$ cat config.mk
export PLATFORM = sky130hd
export DESIGN_NAME = wb_simple_master
export DESIGN_NICKNAME = d
export VERILOG_FILES = /design/src/rtl/wb_simple_master.sv
export SDC_FILE = /design/constraint.sdc
export NUM_CORES = 1
export LEC_CHECK = 0
export ABC_AREA = 1
export BUFFER_PORTS_ARGS = -buffer_cell sky130_fd_sc_hd__buf_2
export CAP_MARGIN = 20
export CORE_ASPECT_RATIO = 0.7
export CORE_MARGIN = 8
export CORE_UTILIZATION = 49
export CTS_CLUSTER_SIZE = 40
export DETAILED_ROUTE_END_ITERATION = 10
export HOLD_SLACK_MARGIN = 0.02
export PLACE_DENSITY = 0.76
export SYNTH_ARGS = -nofsm -noshare
export SYNTH_HDL_FRONTEND = slang
export SYNTH_SLANG_ARGS = --single-unit
$ cat constraint.sdc
create_clock -name wb_clk -period 1.53 [get_ports wb_clk]
set_input_delay 0.0765 -clock wb_clk [delete_from_list [all_inputs] [get_ports wb_clk]]
set_output_delay 0.0765 -clock wb_clk [all_outputs]
set_load 0.005 [all_outputs]
$ cat src/rtl/wb_simple_master.sv
// Single-outstanding Wishbone B3 classic master: one valid/ready command in,
// one 8-bit read/write bus cycle out, terminated by ack, err, retry-exhaustion or timeout.
module wb_simple_master #(
  parameter int TIMEOUT_CYCLES = 16,
  parameter int MAX_RETRY      = 3
) (
  input  logic       wb_clk,
  input  logic       wb_rst_n,
  input  logic       cmd_valid,
  output logic       cmd_ready,
  input  logic       cmd_we,
  input  logic [7:0] cmd_adr,
  input  logic [7:0] cmd_dat,
  output logic       rsp_valid,
  input  logic       rsp_ready,
  output logic [7:0] rsp_dat,
  output logic [1:0] rsp_status,
  output logic [7:0] wb_adr_o,
  output logic [7:0] wb_dat_o,
  output logic       wb_we_o,
  output logic       wb_cyc_o,
  output logic       wb_stb_o,
  output logic [2:0] wb_cti_o,
  output logic [1:0] wb_bte_o,
  input  logic [7:0] wb_dat_i,
  input  logic       wb_ack_i,
  input  logic       wb_err_i,
  input  logic       wb_rty_i
);

  localparam logic [1:0] S_IDLE    = 2'd0;
  localparam logic [1:0] S_BUS     = 2'd1;
  localparam logic [1:0] S_BACKOFF = 2'd2;
  localparam logic [1:0] S_RESP    = 2'd3;

  localparam logic [1:0] ST_OK      = 2'b00;
  localparam logic [1:0] ST_ERR     = 2'b01;
  localparam logic [1:0] ST_TIMEOUT = 2'b10;
  localparam logic [1:0] ST_RTY_EXH = 2'b11;

  // The last attempt cycle is the one where the counter shows TIMEOUT_CYCLES-1.
  localparam logic [7:0] TMO_LAST  = 8'(TIMEOUT_CYCLES - 1);
  localparam logic [3:0] RETRY_MAX = 4'(MAX_RETRY);

  logic [1:0] state_q, state_d;
  logic [3:0] retry_q, retry_d;
  logic [7:0] tmo_q, tmo_d;
  logic [7:0] adr_q, adr_d;
  logic [7:0] dat_q, dat_d;
  logic       we_q, we_d;
  logic [7:0] rsp_dat_q, rsp_dat_d;
  logic [1:0] rsp_status_q, rsp_status_d;

  always_comb begin
    // NOTE: every variable gets a hold-value default first so no path leaves it unassigned (no latches).
    state_d      = state_q;
    retry_d      = retry_q;
    tmo_d        = tmo_q;
    adr_d        = adr_q;
    dat_d        = dat_q;
    we_d         = we_q;
    rsp_dat_d    = rsp_dat_q;
    rsp_status_d = rsp_status_q;

    case (state_q)
      S_IDLE: begin
        if (cmd_valid) begin
          state_d = S_BUS;
          we_d    = cmd_we;
          adr_d   = cmd_adr;
          dat_d   = cmd_dat;
          retry_d = 4'd0;
          tmo_d   = 8'd0;
        end
      end
      S_BUS: begin
        tmo_d = tmo_q + 8'd1;
        if (wb_ack_i) begin
          state_d      = S_RESP;
          rsp_status_d = ST_OK;
          rsp_dat_d    = we_q ? 8'h00 : wb_dat_i;
        end else if (wb_err_i) begin
          state_d      = S_RESP;
          rsp_status_d = ST_ERR;
          rsp_dat_d    = 8'h00;
        end else if (wb_rty_i) begin
          if (retry_q < RETRY_MAX) begin
            state_d = S_BACKOFF;
            retry_d = retry_q + 4'd1;
          end else begin
            state_d      = S_RESP;
            rsp_status_d = ST_RTY_EXH;
            rsp_dat_d    = 8'h00;
          end
        end else if (tmo_q == TMO_LAST) begin
          state_d      = S_RESP;
          rsp_status_d = ST_TIMEOUT;
          rsp_dat_d    = 8'h00;
        end
      end
      S_BACKOFF: begin
        state_d = S_BUS;
        tmo_d   = 8'd0;
      end
      S_RESP: begin
        if (rsp_ready) state_d = S_IDLE;
      end
      default: state_d = S_IDLE;
    endcase
  end

  // NOTE: state updates use non-blocking assignments; the reset is synchronous, so it lives inside the clocked branch.
  always_ff @(posedge wb_clk) begin
    if (!wb_rst_n) begin
      state_q      <= S_IDLE;
      retry_q      <= 4'd0;
      tmo_q        <= 8'd0;
      adr_q        <= 8'h00;
      dat_q        <= 8'h00;
      we_q         <= 1'b0;
      rsp_dat_q    <= 8'h00;
      rsp_status_q <= ST_OK;
    end else begin
      state_q      <= state_d;
      retry_q      <= retry_d;
      tmo_q        <= tmo_d;
      adr_q        <= adr_d;
      dat_q        <= dat_d;
      we_q         <= we_d;
      rsp_dat_q    <= rsp_dat_d;
      rsp_status_q <= rsp_status_d;
    end
  end

  // cmd_ready is gated by reset so no command can be taken on a reset edge.
  assign cmd_ready  = (state_q == S_IDLE) && wb_rst_n;
  assign rsp_valid  = (state_q == S_RESP);
  assign rsp_dat    = rsp_dat_q;
  assign rsp_status = rsp_status_q;
  assign wb_cyc_o   = (state_q == S_BUS);
  assign wb_stb_o   = (state_q == S_BUS);
  assign wb_adr_o   = adr_q;
  assign wb_dat_o   = dat_q;
  assign wb_we_o    = we_q;
  assign wb_cti_o   = 3'b000;
  assign wb_bte_o   = 2'b00;

endmodule

# Yosys cells after proc, flatten, opt, wreduce, memory -nomap -nowiden

Index checks and enable logic that the tools add are counted.

Output and inout port bits: 36
Word-level logic and storage cells: 60
Input port bits: 32
Register bits: 41

Reductions and logical operators: 10
Equal/unequal tests: 12
Add/sub/neg operators: 2
Mux-type cells: 27
Order comparisons: 1

Operators by type and width:

| kind                                                       | count |
|---|---|
| 2-to-1 mux 8 bit                                           | 7 |
| one-hot mux 8 bit (3 select lines)                         | 1 |
| 2-to-1 mux 2 bit                                           | 11 |
| 2-to-1 mux 4 bit                                           | 5 |
| adder 8 x 1 -> 8 bit, second input constant                | 1 |
| equality test 8 x 4 -> 1 bit, second input constant        | 1 |
| one-hot mux 2 bit (4 select lines)                         | 1 |
| one-hot mux 4 bit (2 select lines)                         | 1 |
| inequality test 2 x 1 -> 1 bit, second input constant      | 3 |
| inequality test 2 bit, second input constant               | 3 |
| AND reduction 3 bit                                        | 2 |
| AND reduction 6 bit                                        | 1 |
| inequality test 5 x 1 -> 1 bit, second input constant      | 1 |
| adder 4 x 1 -> 4 bit, second input constant                | 1 |
| equality test 2 bit, second input constant                 | 2 |
| less-than comparator 4 x 2 -> 1 bit, second input constant | 1 |
| inequality test 4 bit, second input constant               | 1 |
| AND reduction 2 bit                                        | 2 |
| nonzero test 4 bit                                         | 1 |
| nonzero test 3 bit                                         | 1 |
| equality test 2 x 1 -> 1 bit, second input constant        | 1 |
| zero test 2 bit                                            | 1 |
| nonzero test 2 bit                                         | 1 |
| logical AND 1 bit                                          | 1 |
| 2-to-1 mux 1 bit                                           | 1 |

# Depth between registers and ports, before layout

Depth in word-level cells: 6
Mapped depth: 9
Depth with buffers taken out: 9

# Worst setup path before layout

No wires, ideal clock.

Path kind: reg-to-reg
From: register tmo_q[0]
To: register rsp_dat_q[1] (netlist: rsp_dat[1])
Cell stages (with the launch flop): 10
Slack: 254 ps
Data arrival time: 1161 ps
Setup time: 115 ps
Required time: 1415 ps
Path buffers: 1
Clock period less this slack: 1276 ps
Path through: dfxtp_1 ha_1 nand2_2 nor2_2 nand3_2 nand2_4 buf_8 nand3_1 nand2_1 nor2_1

Word-level cells in the longest chain between the ends: 3

RTL lines:

| item                                 | line | source |
|---|---|---|
| start, declared                      | 47   | `logic [7:0] tmo_q, tmo_d;` |
| start signal, assigned               | 126  | `tmo_q <= tmo_d;` |
| equality test 8 x 4 -> 1 bit         | 95   | `end else if (tmo_q == TMO_LAST) begin` |
| nonzero test 4 bit (no source line)  | --   |  |
| AND reduction 3 bit (no source line) | --   |  |
| end signal, assigned                 | 130  | `rsp_dat_q <= rsp_dat_d;` |
| end, declared                        | 51   | `logic [7:0] rsp_dat_q, rsp_dat_d;` |

Every way passes these cells.
A chain may end at the register's enable or synchronous reset.

# Final worst setup path

From: register tmo_q[0]
To: register rsp_dat_q[7] (netlist: rsp_dat[7])

Same word-level chain as after synthesis.

==> run metrics <==
outcome=finished, final reports clean; Longest Clk Path Bufs=2; fin crit period=between 1 and 1.5 ns; H-tree depth=2; CTS tree=built; standard-cell rows=18; EDFF count, synth=0; Gate power share=0.214; WP buf/inv=1; top cells by area, synth=dfxtp_1 44%, nor2_1 12%, nand2_1 9.1%; Final Max Tran Viols=0; Critical Path, Cell by Cell=ha_1 -> nand2_2 -> nor2_2 -> nand3_2 -> nand2_8 -> buf_4 -> nand3_1 -> nand2_1 -> nor2_1; clk sinks=41; fraction of layout cells with a size suffix above 1=0.263; Slew @ Worst Pin=0.509 ns; # setup viols final=0; Leakage=~0.0012 uW; top post-synthesis cells by count=59 x nor2_1, 45 x nand2_1, 41 x dfxtp_1; Mapped Cells=approximately 260; Min-Delay Path Class=in2reg; FMAX=between 0.6 and 0.7 GHz; Max VDD drop=roughly 0.66 mV; power share of the sequential group=0.467; io pins=68; Yosys top cell by area=dfxtp_1; crit path DAT=around 1.6 ns; Root Driver=clkbuf_8; drt total wl=roughly 4900 um; area delta synth->final=33.7%; largest net degree at the start of global routing=20; initial antenna violation count=0; DIE WIDTH=89.5 um; sequential element share of the synthesized area=0.443; CP max FO=11; Final Cycle Share=0.943; Vias/cell=approximately 4.7; syn avg cell area=a little over 7 sq um; Initial Util=0.518; total number of vias=between 1500 and 2000; Core ar.=roughly 3600 sq um; clock slew at reported path FFs=~0.07 ns; I/O Buffers=62; dominant synthesized flop cell=dfxtp_1; post-route non-filler standard cell count=around 400; CTS Buf Count=5; clock power share=0.319; gr usage total=0.166; DRT iter0 DRCs=81; routability cong.=a little over 0.8; yosys warns=0; Worst Clk Skew=0.00256 ns; Sw Share=0.281; die height=approximately 67 um; cell family with most CP delay=simple AND/OR/NAND/NOR gates; first-pass GRT wire length=7910 um; number of instances in the placed design=about 370; Setup TNS Final=0 ns; GRT Residual Overflow=0; crit-path max cell delay=0.35 ns; WS Path Type=reg2reg; CP endpoint kind=register; Synth async-reset ratio=0; Diodes inserted=0; Post-DP HPWL=3310 um; Yosys reg bits=41; FILL cells=roughly 290; vias in the first global route=between 1500 and 2000; Slew HR=0.660; mapped cell area=approximately 1900 sq um; count leader, synth=nor2_1; NetSw=735 uW; Max-Cap Viols=0; CP startpoint kind=register; Max stage delay cell, worst path=dfxtp_2; clk_lat worst skew=about 0.29 ns; TritonRoute pass-1 iters=4; WP data required=about 1.7 ns; share of the synthesized area in the top cell type=0.443; Total Nets Final=between 300 and 400; Final Hold Fails=0; DRC Markers=0; Final ANT Viol Nets=0; power density over cell area=~1100 nW/um^2; drt wl/cell=roughly 12 um; distinct cell type count after synthesis=25; die area=6040 sq um; RSZ-0062 raised after global routing=false; Power Internal=around 1900 uW
sequential cells by signal, indices dropped and copies added (netlist names):
signal      cells
wb_we_o         1
wb_dat_o        8
retry_q         4
rsp_dat         8
rsp_status      2
wb_adr_o        8
tmo_q           8
state_q         2
cell usage in the layout (no fill, tap or decap), types with 2 or more instances in the layout:
master          n
nor2_1         59
inv_2           2
clkbuf_8        5
nand2_1        45
o21bai_1        2
o21ai_0        24
ha_1            2
inv_4           2
dfxtp_1        39
nand4_1         2
o21ai_1         2
conb_1          5
nor2_2          3
nand3_1        18
nand2_2         3
buf_4           8
buf_2          62
dlygate4sd3_1  17
inv_1          17
a21oi_1        20
dfxtp_2         2
final cells by class:
cell class / instances / area [sq um] / area share
Sequential cell: 41 / 823 / 0.332
Multi-Input combinational cell: 189 / 862 / 0.348
Tap cell: 50 / 62.6 / 0.0252
Clock buffer: 5 / 68.8 / 0.0277
Clock inverter: 2 / 35.0 / 0.0141
Timing Repair Buffer: 87 / 541 / 0.218
Inverter: 22 / 87.6 / 0.0353
routing by layer:
| metal | GRT usage | wire length, um | share of wire |
|---|---|---|---|
| met1 | 0.218 | 2250 | 0.46 |
| met2 | 0.247 | 2170 | 0.44 |
| met3 | 0.0691 | 454 | 0.093 |
| met5 | 0 | 0 | 0 |
| met4 | 0.0433 | 31 | 0.0063 |
power groups by stage:
stage	combinational (uW)	sequential, uW	clock, uW
after floorplan	328	1250	0
after global placement	504	1240	0
after detailed placement	510	1240	0
after CTS	543	1220	850
after global routing	642	1230	900
final	560	1220	833
path summary, 6_finish.rpt:
kind / startpoint / endpoint / slack, ns / cells past startpoint
min: wb_dat_i[1] / rsp_dat[1]$_SDFFE_PN0P_ / 0.12 / 5
max reg2reg: tmo_q[0]$_SDFFE_PN0P_ / rsp_dat[7]$_SDFFE_PN0P_ / 0.09 / 9
min reg2reg: retry_q[2]$_SDFFE_PN0P_ / retry_q[2]$_SDFFE_PN0P_ / 0.45 / 2
max: tmo_q[0]$_SDFFE_PN0P_ / rsp_dat[7]$_SDFFE_PN0P_ / 0.09 / 9
cells by family (layout without fill, tap and decap cells):
| family | after synthesis | count (layout) | share of synthesized area |
|---|---|---|---|
| other | 1 | 5 | 0.00202 |
| flip-flops | 41 | 41 | 0.443 |
| AO/OA/AOI/OAI | 49 | 49 | 0.136 |
| buffers and inverters | 37 | 116 | 0.105 |
| AND/OR/NAND/NOR | 133 | 133 | 0.300 |
| adder cells (fa/ha/maj) | 2 | 2 | 0.0135 |
worst min-delay path, cell delays in order:
cell and delay [ns]:
buf_2 0.08, nand2_1 0.04, nand3_1 0.07, nand2_1 0.05
nor2_1 0.07
through the flow:
stage	area (sq um)	hold WS, ns	util	worst slack [ns]	power [uW]
CTS	2420	0.122	0.675	0.0795	2610
floorplan	1870	0.211	-	0.254	1580
finish	2480	0.122	0.693	0.0878	2620
detailed placement	2140	0.304	0.599	0.107	1750
global route	2480	0.134	0.693	0.00979	2780
global placement	2140	0.296	0.599	0.179	1750
timing repair:
item                       CTS  global route
hold buffers                17             0
buffers inserted             0             6
resized for setup            0             6
setup endpoints to repair    0             6
hold endpoints to repair    17             0
Power figures use the tool's default switching activity.
